## config.mk

```make
export PLATFORM = sky130hd
export DESIGN_NAME = serial_word_collector_flat
export DESIGN_NICKNAME = d
export VERILOG_FILES = /design/src/rtl/serial_word_collector_if.sv /design/src/rtl/serial_word_collector.sv /design/src/flat_wrapper.sv
export SDC_FILE = /design/constraint.sdc
export NUM_CORES = 1
export LEC_CHECK = 0
export ABC_AREA = 1
export CELL_PAD_IN_SITES_DETAIL_PLACEMENT = 1
export CELL_PAD_IN_SITES_GLOBAL_PLACEMENT = 1
export CORE_MARGIN = 4
export CORE_UTILIZATION = 30
export DETAILED_ROUTE_END_ITERATION = 12
export PLACE_DENSITY_LB_ADDON = 0.1
export SYNTH_ARGS = -nofsm -noshare
export SYNTH_HDL_FRONTEND = slang
export SYNTH_SLANG_ARGS = --single-unit
export TNS_END_PERCENT = 1
```

## constraint.sdc

```tcl
create_clock -name clk -period 1.3 [get_ports clk]
set_input_delay 0.195 -clock clk [delete_from_list [all_inputs] [get_ports clk]]
set_output_delay 0.195 -clock clk [all_outputs]
set_load 0.1 [all_outputs]
```

## src/rtl/serial_word_collector_if.sv

```systemverilog
// ----------------------------------------------------------------------------
// serial_word_collector_if
// Bundles the serial input side and the word handshake side of
// serial_word_collector.
//   master : upstream/consumer view. Drives Direccion, start, bit_valid,
//            ser_msb, ser_lsb and word_ready. Observes word_out, word_valid,
//            busy, overrun and parity_err.
//   slave  : collector view, with the opposite directions.
// Parameter WIDTH must match the collector's WIDTH.
// ----------------------------------------------------------------------------
interface serial_word_collector_if #(
    parameter int WIDTH = 8
);
    logic             Direccion;
    logic             start;
    logic             bit_valid;
    logic             ser_msb;
    logic             ser_lsb;
    logic             word_ready;
    logic [WIDTH-1:0] word_out;
    logic             word_valid;
    logic             busy;
    logic             overrun;
    logic             parity_err;

    modport master (
        output Direccion, start, bit_valid, ser_msb, ser_lsb, word_ready,
        input  word_out, word_valid, busy, overrun, parity_err
    );

    modport slave (
        input  Direccion, start, bit_valid, ser_msb, ser_lsb, word_ready,
        output word_out, word_valid, busy, overrun, parity_err
    );
endinterface

```

## src/rtl/serial_word_collector.sv

```systemverilog
// ----------------------------------------------------------------------------
// serial_word_collector
// Collects WIDTH serial bits from one end of the upstream bidirectional shift
// register into a parallel word. The word is offered on a valid/ready
// handshake. While a word is held, incoming bits are dropped and recorded in a
// sticky overrun flag.
//
// Ports:
//   clk : rising-edge clock
//   rst : asynchronous, active-high reset
//   bus : serial_word_collector_if.slave
//         Direccion  - 1: sample ser_msb, first bit lands in the MSB
//                      0: sample ser_lsb, first bit lands in the LSB
//         start      - begin or restart a frame, latches Direccion
//         bit_valid  - the selected serial line carries a bit
//         word_out   - assembled word (registered)
//         word_valid / word_ready - output handshake
//         busy       - frame collection in progress
//         overrun    - sticky, a bit arrived while a word was held
//         parity_err - even-parity mismatch of the held word
//
// Optional feature macro: SERIAL_WORD_COLLECTOR_PARITY_CHECK_EN
//   When defined, one extra parity bit follows the data bits and parity_err
//   reports (^word) ^ parity_bit. When undefined, parity_err is tied to 0.
// ----------------------------------------------------------------------------
module serial_word_collector #(
    parameter int WIDTH = 8
) (
    input  logic                    clk,
    input  logic                    rst,
    serial_word_collector_if.slave  bus
);

    localparam int            CW   = $clog2(WIDTH);
    localparam logic [CW-1:0] LAST = CW'(WIDTH - 1);

`ifdef SERIAL_WORD_COLLECTOR_PARITY_CHECK_EN
    typedef enum logic [1:0] {S_IDLE, S_COLLECT, S_PARITY, S_HOLD} state_t;
`else
    typedef enum logic [1:0] {S_IDLE, S_COLLECT, S_HOLD} state_t;
`endif

    state_t           r_state;
    logic [WIDTH-1:0] r_sh;
    logic [CW-1:0]    r_cnt;
    logic             r_dir;
    logic [WIDTH-1:0] r_word_out;
    logic             r_word_valid;
    logic             r_busy;
    logic             r_overrun;
    logic [WIDTH-1:0] w_sh_next;

`ifdef SERIAL_WORD_COLLECTOR_PARITY_CHECK_EN
    logic             r_parity_err;
    logic             w_bit;

    // Parity bit comes from the same end as the data bits.
    assign w_bit = r_dir ? bus.ser_msb : bus.ser_lsb;
`endif

    // MSB-first shifts left so the first bit ends at the top;
    // LSB-first shifts right so the first bit ends at bit 0.
    always_comb begin
        w_sh_next = r_sh;
        if (r_dir) begin
            w_sh_next = {r_sh[WIDTH-2:0], bus.ser_msb};
        end else begin
            w_sh_next = {bus.ser_lsb, r_sh[WIDTH-1:1]};
        end
    end

    always_ff @(posedge clk or posedge rst) begin
        if (rst) begin
            r_state      <= S_IDLE;
            r_sh         <= '0;
            r_cnt        <= '0;
            r_dir        <= 1'b0;
            r_word_out   <= '0;
            r_word_valid <= 1'b0;
            r_busy       <= 1'b0;
            r_overrun    <= 1'b0;
`ifdef SERIAL_WORD_COLLECTOR_PARITY_CHECK_EN
            r_parity_err <= 1'b0;
`endif
        end else begin
            case (r_state)
                S_IDLE: begin
                    if (bus.start) begin
                        r_state   <= S_COLLECT;
                        r_sh      <= '0;
                        r_cnt     <= '0;
                        r_dir     <= bus.Direccion;
                        r_overrun <= 1'b0;
                        r_busy    <= 1'b1;
                    end
                end

                S_COLLECT: begin
                    // start has priority over a simultaneous bit.
                    if (bus.start) begin
                        r_sh  <= '0;
                        r_cnt <= '0;
                        r_dir <= bus.Direccion;
                    end else if (bus.bit_valid) begin
                        r_sh <= w_sh_next;
                        if (r_cnt == LAST) begin
                            r_cnt <= '0;
`ifdef SERIAL_WORD_COLLECTOR_PARITY_CHECK_EN
                            r_state <= S_PARITY;
`else
                            r_state      <= S_HOLD;
                            r_word_out   <= w_sh_next;
                            r_word_valid <= 1'b1;
                            r_busy       <= 1'b0;
`endif
                        end else begin
                            r_cnt <= r_cnt + 1'b1;
                        end
                    end
                end

`ifdef SERIAL_WORD_COLLECTOR_PARITY_CHECK_EN
                S_PARITY: begin
                    if (bus.start) begin
                        r_state <= S_COLLECT;
                        r_sh    <= '0;
                        r_cnt   <= '0;
                        r_dir   <= bus.Direccion;
                    end else if (bus.bit_valid) begin
                        r_state      <= S_HOLD;
                        r_word_out   <= r_sh;
                        r_parity_err <= (^r_sh) ^ w_bit;
                        r_word_valid <= 1'b1;
                        r_busy       <= 1'b0;
                    end
                end
`endif

                S_HOLD: begin
                    if (bus.word_ready) begin
                        r_word_valid <= 1'b0;
                        // start in the transfer cycle chains straight into
                        // the next frame.
                        if (bus.start) begin
                            r_state   <= S_COLLECT;
                            r_sh      <= '0;
                            r_cnt     <= '0;
                            r_dir     <= bus.Direccion;
                            r_overrun <= 1'b0;
                            r_busy    <= 1'b1;
                        end else begin
                            r_state <= S_IDLE;
                        end
                    end else if (bus.bit_valid) begin
                        r_overrun <= 1'b1;
                    end
                end

                default: r_state <= S_IDLE;
            endcase
        end
    end

    assign bus.word_out   = r_word_out;
    assign bus.word_valid = r_word_valid;
    assign bus.busy       = r_busy;
    assign bus.overrun    = r_overrun;
`ifdef SERIAL_WORD_COLLECTOR_PARITY_CHECK_EN
    assign bus.parity_err = r_parity_err;
`else
    assign bus.parity_err = 1'b0;
`endif

endmodule

```

## src/flat_wrapper.sv

```systemverilog
// flat-port wrapper written by rule: the top's interface ports become plain ports
module serial_word_collector_flat 
#(
    parameter int WIDTH = 8
)
  (clk, rst, bus_Direccion, bus_start, bus_bit_valid, bus_ser_msb, bus_ser_lsb, bus_word_ready, bus_word_out, bus_word_valid, bus_busy, bus_overrun, bus_parity_err);
  serial_word_collector_if #(.WIDTH(WIDTH)) bus_i ();
  input  logic clk;
  input  logic rst;
  input wire logic [$bits(bus_i.Direccion)-1:0] bus_Direccion;
  input wire logic [$bits(bus_i.start)-1:0] bus_start;
  input wire logic [$bits(bus_i.bit_valid)-1:0] bus_bit_valid;
  input wire logic [$bits(bus_i.ser_msb)-1:0] bus_ser_msb;
  input wire logic [$bits(bus_i.ser_lsb)-1:0] bus_ser_lsb;
  input wire logic [$bits(bus_i.word_ready)-1:0] bus_word_ready;
  output wire logic [$bits(bus_i.word_out)-1:0] bus_word_out;
  output wire logic [$bits(bus_i.word_valid)-1:0] bus_word_valid;
  output wire logic [$bits(bus_i.busy)-1:0] bus_busy;
  output wire logic [$bits(bus_i.overrun)-1:0] bus_overrun;
  output wire logic [$bits(bus_i.parity_err)-1:0] bus_parity_err;
  assign bus_i.Direccion = bus_Direccion;
  assign bus_i.start = bus_start;
  assign bus_i.bit_valid = bus_bit_valid;
  assign bus_i.ser_msb = bus_ser_msb;
  assign bus_i.ser_lsb = bus_ser_lsb;
  assign bus_i.word_ready = bus_word_ready;
  assign bus_word_out = bus_i.word_out;
  assign bus_word_valid = bus_i.word_valid;
  assign bus_busy = bus_i.busy;
  assign bus_overrun = bus_i.overrun;
  assign bus_parity_err = bus_i.parity_err;
  serial_word_collector #(.WIDTH(WIDTH)) u_core (.clk(clk), .rst(rst), .bus(bus_i));
endmodule
```

; After elaboration in Yosys (flattened, before gate mapping)
; Cells that the tools add are included.
[classes]
add_sub_neg = 1
n_mul = 0
div = 0
n_lt_le_gt_ge = 0
n_eq_ne = 10
shift = 0
muxes = 37
bitwise_logic = 1
reduce_logical = 13
[ops]
columns = cell, count
row1 = $mux 8, 5
row2 = $pmux 8 s3, 1
row3 = $mux 1, 15
row4 = $mux 3, 5
row5 = $reduce_and 5->1, 3
row6 = $mux 2, 5
row7 = $pmux 3 s3, 1
row8 = $ne 2x2->1 const B, 4
row9 = $ne 3x3->1 const B, 2
row10 = $pmux 1 s2, 3
row11 = $pmux 2 s3, 1
row12 = $reduce_bool 2->1, 3
row13 = $reduce_and 2->1, 2
row14 = $reduce_and 4->1, 1
row15 = $add 3x1->3 const B, 1
row16 = $eq 3x3->1 const B, 1
row17 = $pmux 1 s3, 1
row18 = $reduce_and 3->1, 1
row19 = $reduce_bool 3->1, 1
row20 = $eq 2x1->1 const B, 1
row21 = $eq 2x2->1 const B, 1
row22 = $logic_not 2->1, 1
row23 = $ne 2x1->1 const B, 1
row24 = $reduce_or 2->1, 1
row25 = $not 1->1, 1
[totals]
register_bits = 25
latchBits = 0
ram_bits = 0
romBits = 0
in_bits = 8
out_inout_bits = 12
elab_cells = 70
mem_count = 0

; Logic depth before layout (Yosys ltp)
; Gate-level depths: netlist of the first run.
[logic_depth]
ltp_word = 5
ltp_mapped = 7
depth_no_buf = 7

; Least setup slack after synthesis of the first run
; No wires, ideal clock.
[synth_path]
kind = reg2reg
from = reg u_core.r_cnt[0]
to = reg u_core.r_word_out[0], in the netlist u_core.bus.word_out[0]
setup_time_ns = 0.122
arrival_ns = 1.143
required_time_ns = 1.178
path_slack_ns = 0.034
stages_incl_launch_ff = 8
path_buffers = 0
period_less_slack_ns = 1.266
path_cell_list = dfrtp_1 -> ha_1 -> ha_1 -> nand3_1 -> nor2_4 -> inv_4 -> nand2_1 -> nand2_1
[synth_between]
elab_chain_len = 2
[synth_rtl]
columns = item, line_no
row1 = start: declaration, serial_word_collector.sv:45  ; logic [CW-1:0] r_cnt;
row2 = start signal: assignment, serial_word_collector.sv:117  ; r_cnt <= r_cnt + 1'b1;
row3 = $eq 3x3->1, serial_word_collector.sv:106  ; if (r_cnt == LAST) begin
row4 = $reduce_and 4->1 (no line), --
row5 = end signal: assignment, serial_word_collector.sv:112  ; r_word_out <= w_sh_next;
row6 = end: declaration, serial_word_collector.sv:47  ; logic [WIDTH-1:0] r_word_out;
; No other way between the ends.
; A chain may end at the register's enable or synchronous reset.

; Final worst setup path of the first run
[layout_path]
from = reg u_core.r_cnt[1]
to = reg u_core.r_word_out[2], in the netlist u_core.bus.word_out[2]
; Same word-level chain as after synthesis.

==> summary.md, run 1 <==
| Metric | Value |
|---|---|
| Reg2Reg Setup Slack | `roughly 15 ps` |
| Routed vias/inst | `between 4 and 5` |
| CTS buffer count | `3` |
| Fillcell total | `just over 500` |
| Top routing layer used | `met4` |
| Largest family of logic cells by synthesized area | `simple AND/OR/NAND/NOR gates` |
| Area delta synth->final | `39.1%` |
| Layout cell share with drive strength beyond 1 | `0.209` |
| Most frequent cell after synthesis | `nand2_1` |
| Hold Buf Count CTS | `0` |
| Syn Nets | `194` |
| Placed instance count | `261` |
| WL/cell | `13.1 microns` |
| Yosys top cell area share | `0.471` |
| Yosys cell types | `18` |
| Setup Crit Path Kind | `reg -> reg` |
| R2R Path End | `u_core.bus.word_out[2]` |
| Post-Synth Simple-Gate Area | `0.385` |
| Vias | `1,192` |
| Initial antenna violation count | `0` |
| Chip width | `74.5 microns` |
| CP Max Fanout | `10` |
| Post-synthesis adder-cell area fraction | `0.0189` |
| Total GRT Usage | `0.141` |
| Core ar. | `4140 sq um` |
| Num ports | `20` |
| Cell taking the most area after synthesis | `dfrtp_1` |
| Clock sink count | `25` |
| Power Density | `around 1100 nW/um^2` |
| DRT antenna net count | `0` |
| Crit share post-route | `0.988` |
| Top delay family on crit path | `flip-flops` |
| Crit end category | `register` |
| Fin nets | `approximately 230` |
| Fin cells | `265` |
| Post-route setup TNS | `0 ps` |
| Max Fclk | `778 MHz` |
| CTS H-tree lvls | `1` |
| Residual DRC count | `0` |
| Synth warn | `0` |
| Ys async rst share | `1.00` |
| Iter 0 DRT Violations | `36` |
| Worst R2R Path Depth | `7` |
| RePlAce Congestion | `0.829` |
| Cells after synthesis | `184` |
| Status | `finished clean` |
| Total Wirelength | `3.47 mm` |
| Die footprint | `5550 sq um` |
| Mapped cell area | `1330 sq um` |
| Cell row count | `23` |
| CP max stage cell | `dfrtp_1` |
| Clock Root Buffer | `clkbuf_8` |
| Final worst slack | `15.0 ps` |
| Avg Cell Area, Syn | `7.21 sq um` |
| Critical path launch point type | `register` |
| Worst skew pair latency | `270 ps` |
| Most used flip-flop cell after synthesis | `dfrtp_1` |
| Worst path bufs/invs | `1` |
| Hold Crit Class | `in -> async` |
| CP Cell Sequence | `ha_4 -> ha_4 -> nand3_4 -> nor2_4 -> inv_4 -> nand2_1 -> nand2_1` |
| Dpl hpwl | `2.71 mm` |
| R2r startpoint | `u_core.r_cnt[1]` |
| Post-synth top cells | `nand2_1 (86), dfrtp_1 (25), inv_1 (23)` |
| Post-Synth XOR/XNOR Area | `0` |
| Post-CTS setup buffers | `0` |
| Worst Path Required | `1460 ps` |
| Synth Area in Compound Gates | `0.0189` |
| Sequential cell area fraction in the yosys report | `0.471` |
| Critical Path AT | `1450 ps` |
| First-pass iteration count of the detailed router | `4` |
| Peak supply drop | `around 0.56 mV` |
| First-pass GRT wire length | `6.00 mm` |
| Global route overflow | `0` |
| Pre-CTS WS | `-150 ps` |
| Leakage | `0.00102 uW` |
| Critical path depth | `7` |
| Die Span Y | `~75 microns` |
| CTS tree | `built` |
| Largest net degree at the start of global routing | `26` |
| Antenna fix cells | `0` |
| Post-synth EDFFs | `0` |
| Crit path capture | `u_core.bus.word_out[2]` |
| Clock Skew | `between 1.5 and 2 ps` |
| Register bit count reported by yosys | `25` |
| Port-buffer cells | `18` |
| Starting density of the core | `0.320` |
| CP max stage delay | `400 ps` |
| Clk slew on worst S/H paths | `90 ps` |
| Cells taking the most area after synthesis | `dfrtp_1 (47%), nand2_1 (24%), inv_1 (6.5%)` |
| M1 wire length | `1.61 mm` |
| Metal3 WL | `105 microns` |
| RSZ-0062 raised after global routing | `yes` |
| Post-synthesis mux area share | `0` |
| Met2 wire len | `1.71 mm` |
| Hold Fails Final Rpt | `0` |
| Vias in the first global route | `1,281` |
| Period minus WS final | `1280 ps` |
| Clock Path Buffers | `2` |
| Final Max Tran Viols | `0` |
| Final hold slack | `between 200 and 300 ps` |
| Max-Cap Viols | `0` |
| # setup viols final | `0` |
| Origin of the worst setup path | `u_core.r_cnt[1]` |
==> worst register-to-register path: cells and delay by family (launching register included) <==
kind	cells	cell delay (ps)
adders and majority gates	2	310
and+or+nand+nor	4	400
buffers and inverters	1	80
DFF	1	400
==> power breakdown <==
| part | total (uW) | switching (uW) | internal, uW |
|---|---|---|---|
| clock | 469 | 249 | 219 |
| sequential | 916 | 68.9 | 847 |
| combinational | 672 | 432 | 239 |
| total | 2060 | 751 | 1310 |
==> placed cells by master (no fill, tap or decap) <==
cell,netlist,routed
ha_4,0,2
conb_1,1,1
nand3_1,14,13
nor2_1,12,12
clkdlybuf4s50_1,0,7
nor2_4,2,2
buf_4,2,13
clkbuf_8,0,3
inv_4,1,1
inv_1,23,22
o211ai_1,2,2
o21ai_0,2,2
buf_12,0,12
dfrtp_2,0,2
dfrtp_1,25,23
clkbuf_1,0,1
nand3_4,0,1
inv_2,2,3
nand4_1,1,1
nand3_2,2,2
nand2_2,4,4
nand2_1,86,86
==> flip-flops by register name (all words and copies together), names as in the netlist <==
name                   flops
u_core.r_dir               1
u_core.bus.overrun         1
u_core.bus.word_valid      1
u_core.r_cnt               3
u_core.bus.word_out        8
u_core.r_state             2
u_core.r_sh                8
u_core.bus.busy            1
==> worst min path at each step <==
stage	startpoint	end	slack [ps]	cells past startpoint
global route	rst	u_core.bus.overrun	340	3
CTS	rst	u_core.r_state[1]	310	3
global placement	u_core.r_sh[7]	u_core.r_sh[7]	490	2
finish	rst	u_core.bus.word_out[4]	290	3
detailed placement	u_core.r_sh[6]	u_core.r_sh[6]	500	2
floorplan	rst	u_core.bus.busy	220	1
==> cell families after synthesis <==
kind of cell	after synthesis
DFF	25
other	1
and+or+nand+nor	121
AOI/OAI and AO/OA	4
buffers and inverters	31
adders and majority gates	2
==> final cells by class <==
type,count,area (sq um),share of cell area
Sequential cell,25,628,0.340
Tap cell,50,62.6,0.0339
Timing Repair Buffer,32,408,0.221
Clock buffer,4,45.0,0.0244
Multi-Input combinational cell,128,603,0.327
Inverter,26,100,0.0542
==> stage by stage <==
step | utilization | power (uW) | cell area (sq um)
detailed placement | 0.425 | 1590 | 1760
global placement | 0.425 | 1570 | 1760
global route | 0.446 | 2180 | 1850
finish | 0.446 | 2060 | 1850
CTS | 0.438 | 2080 | 1810
floorplan | - | 1340 | 1330
==> layer usage <==
layer | vias to the layer above | track usage
met3 | 5 | 0.0203
met2 | 16 | 0.251
li1 | 613 | -
met1 | 558 | 0.180
met4 | 0 | 0.0356
met5 | - | 0
==> repair_timing <==
item	CTS	global route
pin swaps	0	3
endpoints found under the setup margin	12	22
gates resized for setup	2	7
Power figures use the tool's default switching activity.
==> run 2, diff against run 1 <==
--- a/config.mk
+++ b/config.mk
@@ -11,7 +11,9 @@
 export CORE_MARGIN = 4
 export CORE_UTILIZATION = 30
 export DETAILED_ROUTE_END_ITERATION = 12
+export GPL_ROUTABILITY_DRIVEN = 1
 export PLACE_DENSITY_LB_ADDON = 0.1
+export SKIP_CTS_REPAIR_TIMING = 1
 export SYNTH_ARGS = -nofsm -noshare
 export SYNTH_HDL_FRONTEND = slang
 export SYNTH_SLANG_ARGS = --single-unit
==> run 2 against run 1 <==
Global-route usage unchanged. Design area unchanged. Worst setup slack got worse by 1.1 ps. Die area unchanged. Highest routed layer unchanged. Worst hold slack about the same. Maximum frequency about the same. Largest cell class unchanged.
==> summary.md, run 2 (synthesized netlist as in run 1, its figures left out) <==
| Metric | Value |
|---|---|
| CTS H-tree lvls | `1 (unchanged)` |
| R2R Path End | `u_core.bus.word_out[2]` |
| Vias | `1,191 (-0.084%)` |
| Max Fclk | `778 MHz (about the same)` |
| Worst Path Required | `1460 ps (about the same)` |
| Crit path capture | `u_core.bus.word_out[2]` |
| Clock Skew | `1.90 ps (+0.00880 ps)` |
| Global route overflow | `0 (unchanged)` |
| Routed vias/inst | `4.49 (about the same)` |
| RSZ-0062 raised after global routing | `yes` |
| First-pass iteration count of the detailed router | `4 (unchanged)` |
| Design Area, Final | `1850 sq um (unchanged)` |
| Commonest non-fill, non-tap cell in the layout | `nand2_1` |
| Reg2Reg Setup Slack | `10 ps (about the same)` |
| Residual DRC count | `0 (unchanged)` |
| Area delta synth->final | `39.1% (unchanged)` |
| # setup viols final | `0 (unchanged)` |
| FF+latch area | `628 sq um (unchanged)` |
| CTS buffer count | `3 (unchanged)` |
| Clk slew on worst S/H paths | `90 ps (about the same)` |
| RePlAce Congestion | `0.829 (unchanged)` |
| Starting density of the core | `0.320 (unchanged)` |
| R2r startpoint | `u_core.r_cnt[1]` |
| Peak supply drop | `0.555 mV (about the same)` |
| Max-Cap Viols | `0 (unchanged)` |
| Initial antenna violation count | `0 (unchanged)` |
| Power Density | `1110 nW/um^2 (about the same)` |
| Post-Place Cell Area | `1760 sq um (unchanged)` |
| Dpl hpwl | `2.71 mm (unchanged)` |
| Die Span Y | `74.5 microns (unchanged)` |
| Commonest cells after routing, fill and taps aside | `nand2_1 (86), inv_1 (23), dfrtp_1 (23)` |
| CP Max Fanout | `10 (unchanged)` |
| Util after Layout | `0.446 (unchanged)` |
| Hold Fails Final Rpt | `0 (unchanged)` |
| DRT antenna net count | `0 (unchanged)` |
| Layout cell share with drive strength beyond 1 | `0.205 (-0.00465)` |
| Critical path launch point type | `register` |
| WL/cell | `13.0 microns (-0.29%)` |
| Pwr Total | `2060 uW (about the same)` |
| Setup Crit Path Kind | `reg -> reg` |
| Port-buffer cells | `18 (unchanged)` |
| Crit end category | `register` |
| Num ports | `20 (unchanged)` |
| Crit share post-route | `0.989 (about the same)` |
| Hold Crit Class | `in -> async` |
| Total GRT Usage | `0.141 (unchanged)` |
| Final Max Tran Viols | `0 (unchanged)` |
| Post-route setup TNS | `0 ps (unchanged)` |
| Iter 0 DRT Violations | `38 (+5.6%)` |
| Chip width | `74.5 microns (unchanged)` |
| Final hold slack | `288 ps (+0.0180 ps)` |
| Worst skew pair latency | `270 ps (about the same)` |
| Clock Root Buffer | `clkbuf_8` |
| Antenna fix cells | `0 (unchanged)` |
| Fin nets | `226 (unchanged)` |
| First-pass GRT wire length | `6.00 mm (-0.12%)` |
| Largest net degree at the start of global routing | `26 (unchanged)` |
| Total Wirelength | `3.46 mm (-0.29%)` |
| Period minus WS final | `1290 ps (+1.15 ps)` |
| Vias in the first global route | `1,283 (+0.16%)` |
| Critical Path AT | `1450 ps (about the same)` |
| Leakage | `0.00102 uW (about the same)` |
| Core ar. | `4140 sq um (unchanged)` |
| Clock sink count | `25 (unchanged)` |
| Footprint of the multi-input gates | `603 sq um (unchanged)` |
| Origin of the worst setup path | `u_core.r_cnt[1]` |
| Status | `finished clean` |
| Die footprint | `5550 sq um (unchanged)` |
| Worst R2R Path Depth | `7 (unchanged)` |
| Clock Path Buffers | `2 (unchanged)` |
| Cell row count | `23 (unchanged)` |
| Fillcell total | `514 (unchanged)` |
| CTS tree | `built` |
-- run 2: how the worst min path moves through the flow --
stage	startpoint	slack, ps	depth (start not counted)	to
global route	rst	340	3	u_core.bus.overrun
floorplan	rst	220	1	u_core.bus.busy
finish	rst	290	3	u_core.bus.word_out[4]
CTS	rst	310	3	u_core.r_state[1]
global placement	u_core.r_sh[7]	490	2	u_core.r_sh[7]
detailed placement	u_core.r_sh[6]	500	2	u_core.r_sh[6]
-- run 2: layout make-up --
class / instances / area share
Multi-Input combinational cell: 128 / 0.327
Timing Repair Buffer: 32 / 0.221
Sequential cell: 25 / 0.340
Tap cell: 50 / 0.0339
Inverter: 26 / 0.0542
Clock buffer: 4 / 0.0244
-- run 2: layer usage --
| metal | GRT usage | vias to the layer above | wire [microns] |
|---|---|---|---|
| li1 | - | 613 | - |
| met1 | 0.180 | 557 | 1610 |
| met2 | 0.251 | 16 | 1700 |
| met3 | 0.0203 | 5 | 105 |
| met4 | 0.0356 | 0 | 38 |
| met5 | 0 | - | 0 |
-- run 2: critical path, stage by stage (launching register included) --
cell and delay [ps]:
dfrtp_1 400, ha_4 160, ha_4 140, nand3_4 80
nor2_4 190, inv_4 80, nand2_1 70, nand2_1 60
-- run 2: per-stage QoR --
| step | setup WS [ps] | cells |
|---|---|---|
| 6_report | 13.9 | 265 |
| 5_1_grt | -84.0 | 265 |
| 4_1_cts | -101 | 265 |
| 3_5_place_dp | -150 | 261 |
| 3_3_place_gp | -68.3 | 261 |
| 2_1_floorplan | 34.5 | 184 |
-- run 2: where the power goes --
group / leakage, uW / internal [uW] / switching, uW
registers: 0.000332 / 847 / 69.0
clock network: 0.0000228 / 219 / 249
logic: 0.000663 / 239 / 432
total: 0.00102 / 1310 / 750
==> run 3, diff against run 2 <==
--- a/config.mk
+++ b/config.mk
@@ -6,14 +6,12 @@
 export NUM_CORES = 1
 export LEC_CHECK = 0
 export ABC_AREA = 1
-export CELL_PAD_IN_SITES_DETAIL_PLACEMENT = 1
-export CELL_PAD_IN_SITES_GLOBAL_PLACEMENT = 1
 export CORE_MARGIN = 4
 export CORE_UTILIZATION = 30
 export DETAILED_ROUTE_END_ITERATION = 12
 export GPL_ROUTABILITY_DRIVEN = 1
-export PLACE_DENSITY_LB_ADDON = 0.1
 export SKIP_CTS_REPAIR_TIMING = 1
+export SKIP_LAST_GASP = 1
 export SYNTH_ARGS = -nofsm -noshare
 export SYNTH_HDL_FRONTEND = slang
 export SYNTH_SLANG_ARGS = --single-unit
==> constraint.sdc (replaced) <==
create_clock -name clk -period 1.3 [get_ports clk]
set_input_delay 0.195 -clock clk [delete_from_list [all_inputs] [get_ports clk]]
set_output_delay 0.195 -clock clk [all_outputs]
set_load 0.02 [all_outputs]
==> run 3 against run 2 <==
The flow now finishes with violations (negative setup slack). Critical endpoint is now bus_word_out[6]. Critical path type is now reg -> out. Count of clock-buffer cells in the layout decreased by 1. Non-clock buffer count rose by 1. Wire length fell by 21%. Sequential power is 3.2% lower. Register-to-register slack worse by 60 ps. Die area stayed put. Design area fell by 7.5%. Critical path depth is 6 lower. First-iteration DRC count increased by 26%. Combinational power is 30% lower.
==> summary.md, run 3 (synthesized netlist as in run 1, its figures left out) <==
| Metric | Value |
|---|---|
| Status | `complete, but fails checks` |
| Failing checks | `negative setup slack` |
| Top delay family on crit path | `buffers and inverters` |
| Area delta synth->final | `28.7%` |
| CP Max Fanout | `2 (-8)` |
| Fillcell total | `443 (-14%)` |
| Clock Path Buffers | `2 (unchanged)` |
| Leakage | `0.000988 uW (-2.9%)` |
| Starting density of the core | `0.320 (unchanged)` |
| CTS H-tree lvls | `1 (unchanged)` |
| Worst Path Required | `1110 ps (-350 ps)` |
| Power Density | `1070 nW/um^2 (-3.9%)` |
| Hold Fails Final Rpt | `0 (unchanged)` |
| Max Fclk | `691 MHz (-11%)` |
| Util after Layout | `0.412 (-0.0335)` |
| R2r startpoint | `u_core.r_cnt[0]` |
| Commonest non-fill, non-tap cell in the layout | `nand2_1` |
| Pwr Total | `1830 uW (-11%)` |
| Period minus WS final | `1450 ps (+161 ps)` |
| Vias in the first global route | `1,036 (-19%)` |
| Max-Cap Viols | `0 (unchanged)` |
| Total GRT Usage | `0.110 (-0.0315)` |
| Met3 GRT Util | `0.0176 (-0.00270)` |
| Critical Path AT | `1250 ps (-200 ps)` |
| Iter 0 DRT Violations | `48 (+26%)` |
| Total Wirelength | `2.73 mm (-21%)` |
| First-pass GRT wire length | `4.74 mm (-21%)` |
| Clk slew on worst S/H paths | `90 ps (about the same)` |
| Die Span Y | `74.5 microns (unchanged)` |
| # setup viols final | `19 (+19)` |
| Worst path bufs/invs | `1 (unchanged)` |
| Chip width | `74.5 microns (unchanged)` |
| CTS tree | `built` |
| CP max stage delay | `610 ps (+210 ps)` |
| WL/cell | `10.3 microns (-21%)` |
| Critical path depth | `1 (-6)` |
| First-pass iteration count of the detailed router | `5 (+1)` |
| CP Cell Sequence | `clkdlybuf4s50_1` |
| Fin nets | `227 (+0.44%)` |
| Die footprint | `5550 sq um (unchanged)` |
| Global route overflow | `0 (unchanged)` |
| RSZ-0062 raised after global routing | `yes` |
| Core ar. | `4140 sq um (unchanged)` |
| Final Max Tran Viols | `0 (unchanged)` |
| GRT met1 Usage | `0.148 (-0.0316)` |
| Clock Root Buffer | `clkbuf_8` |
| Routed vias/inst | `4.29 (-4.6%)` |
| Final worst slack | `-148 ps (-161 ps)` |
| GRT busiest layer | `met2` |
| Setup Crit Path Kind | `reg -> out` |
| Num ports | `20 (unchanged)` |
| DRT antenna net count | `0 (unchanged)` |
| Commonest cells after routing, fill and taps aside | `nand2_1 (86), dfrtp_1 (25), inv_1 (23)` |
| Residual DRC count | `0 (unchanged)` |
| Clock Skew | `5.83 ps (+3.93 ps)` |
| Hold Crit Class | `in -> async` |
| Vias | `1,141 (-4.2%)` |
| Met2 Track Usage GR | `0.171 (-0.0800)` |
| Initial antenna violation count | `0 (unchanged)` |
| CP max stage cell | `clkdlybuf4s50_1` |
| CTS buffer count | `3 (unchanged)` |
| RePlAce Congestion | `0.831 (+0.19%)` |
| Antenna fix cells | `0 (unchanged)` |
| Worst R2R Path Depth | `7 (unchanged)` |
| Dpl hpwl | `2.03 mm (-25%)` |
| Peak supply drop | `0.417 mV (-25%)` |
| Port-buffer cells | `18 (unchanged)` |
| Cell row count | `23 (unchanged)` |
| Clock sink count | `25 (unchanged)` |
| Critical path launch point type | `register` |
| Layout cell share with drive strength beyond 1 | `0.139 (-0.0658)` |
| Origin of the worst setup path | `u_core.bus.word_out[6]` |
| Worst skew pair latency | `270 ps (about the same)` |
| Crit end category | `output port` |
| Pre-CTS WS | `-152 ps (-2.15 ps)` |
| Crit share post-route | `1.11 (+0.124)` |
| Largest net degree at the start of global routing | `26 (unchanged)` |
==> run 3: path summary, 6_finish.rpt <==
path,end,slack [ps]
worst min register to register,u_core.bus.overrun,480
worst max-delay path,bus_word_out[6],-150
max in group asynchronous,u_core.r_cnt[1],790
worst min-delay path,u_core.bus.word_out[2],260
worst max register to register,u_core.bus.word_out[4],-50
min in group clk,u_core.bus.overrun,480
==> run 3: stage by stage <==
step                      area, sq um  TNS [ps]  cells  hold WS, ps
after detailed placement         1660     -2410    262          465
after CTS                        1710     -1930    266          275
final                            1710     -1580    266          264
after global routing             1710     -2900    266          319
after floorplan                  1330         0    184          222
after global placement           1660     -1870    262          457
==> run 3: power by group <==
group          internal [uW]  switching, uW  total [uW]  leakage, uW
combinational            195            273         468     0.000629
sequential               846           41.3         887     0.000334
clock                    215            256         471    0.0000255
total                   1260            570        1830     0.000988
==> run 3: area by class of cell <==
cell class | count | area, sq um | area share
Clock buffer | 3 | 41.3 | 0.0242
Clock inverter | 1 | 5.00 | 0.00293
Inverter | 26 | 100 | 0.0586
Multi-Input combinational cell | 128 | 566 | 0.331
Sequential cell | 25 | 626 | 0.366
Tap cell | 50 | 62.6 | 0.0366
Timing Repair Buffer | 33 | 308 | 0.180
==> run 3: layer usage <==
metal  part of all wire  wire length [microns]
met5                  0                      0
met4              0.017                     46
met3              0.041                    111
met2               0.43                   1190
met1               0.51                   1390
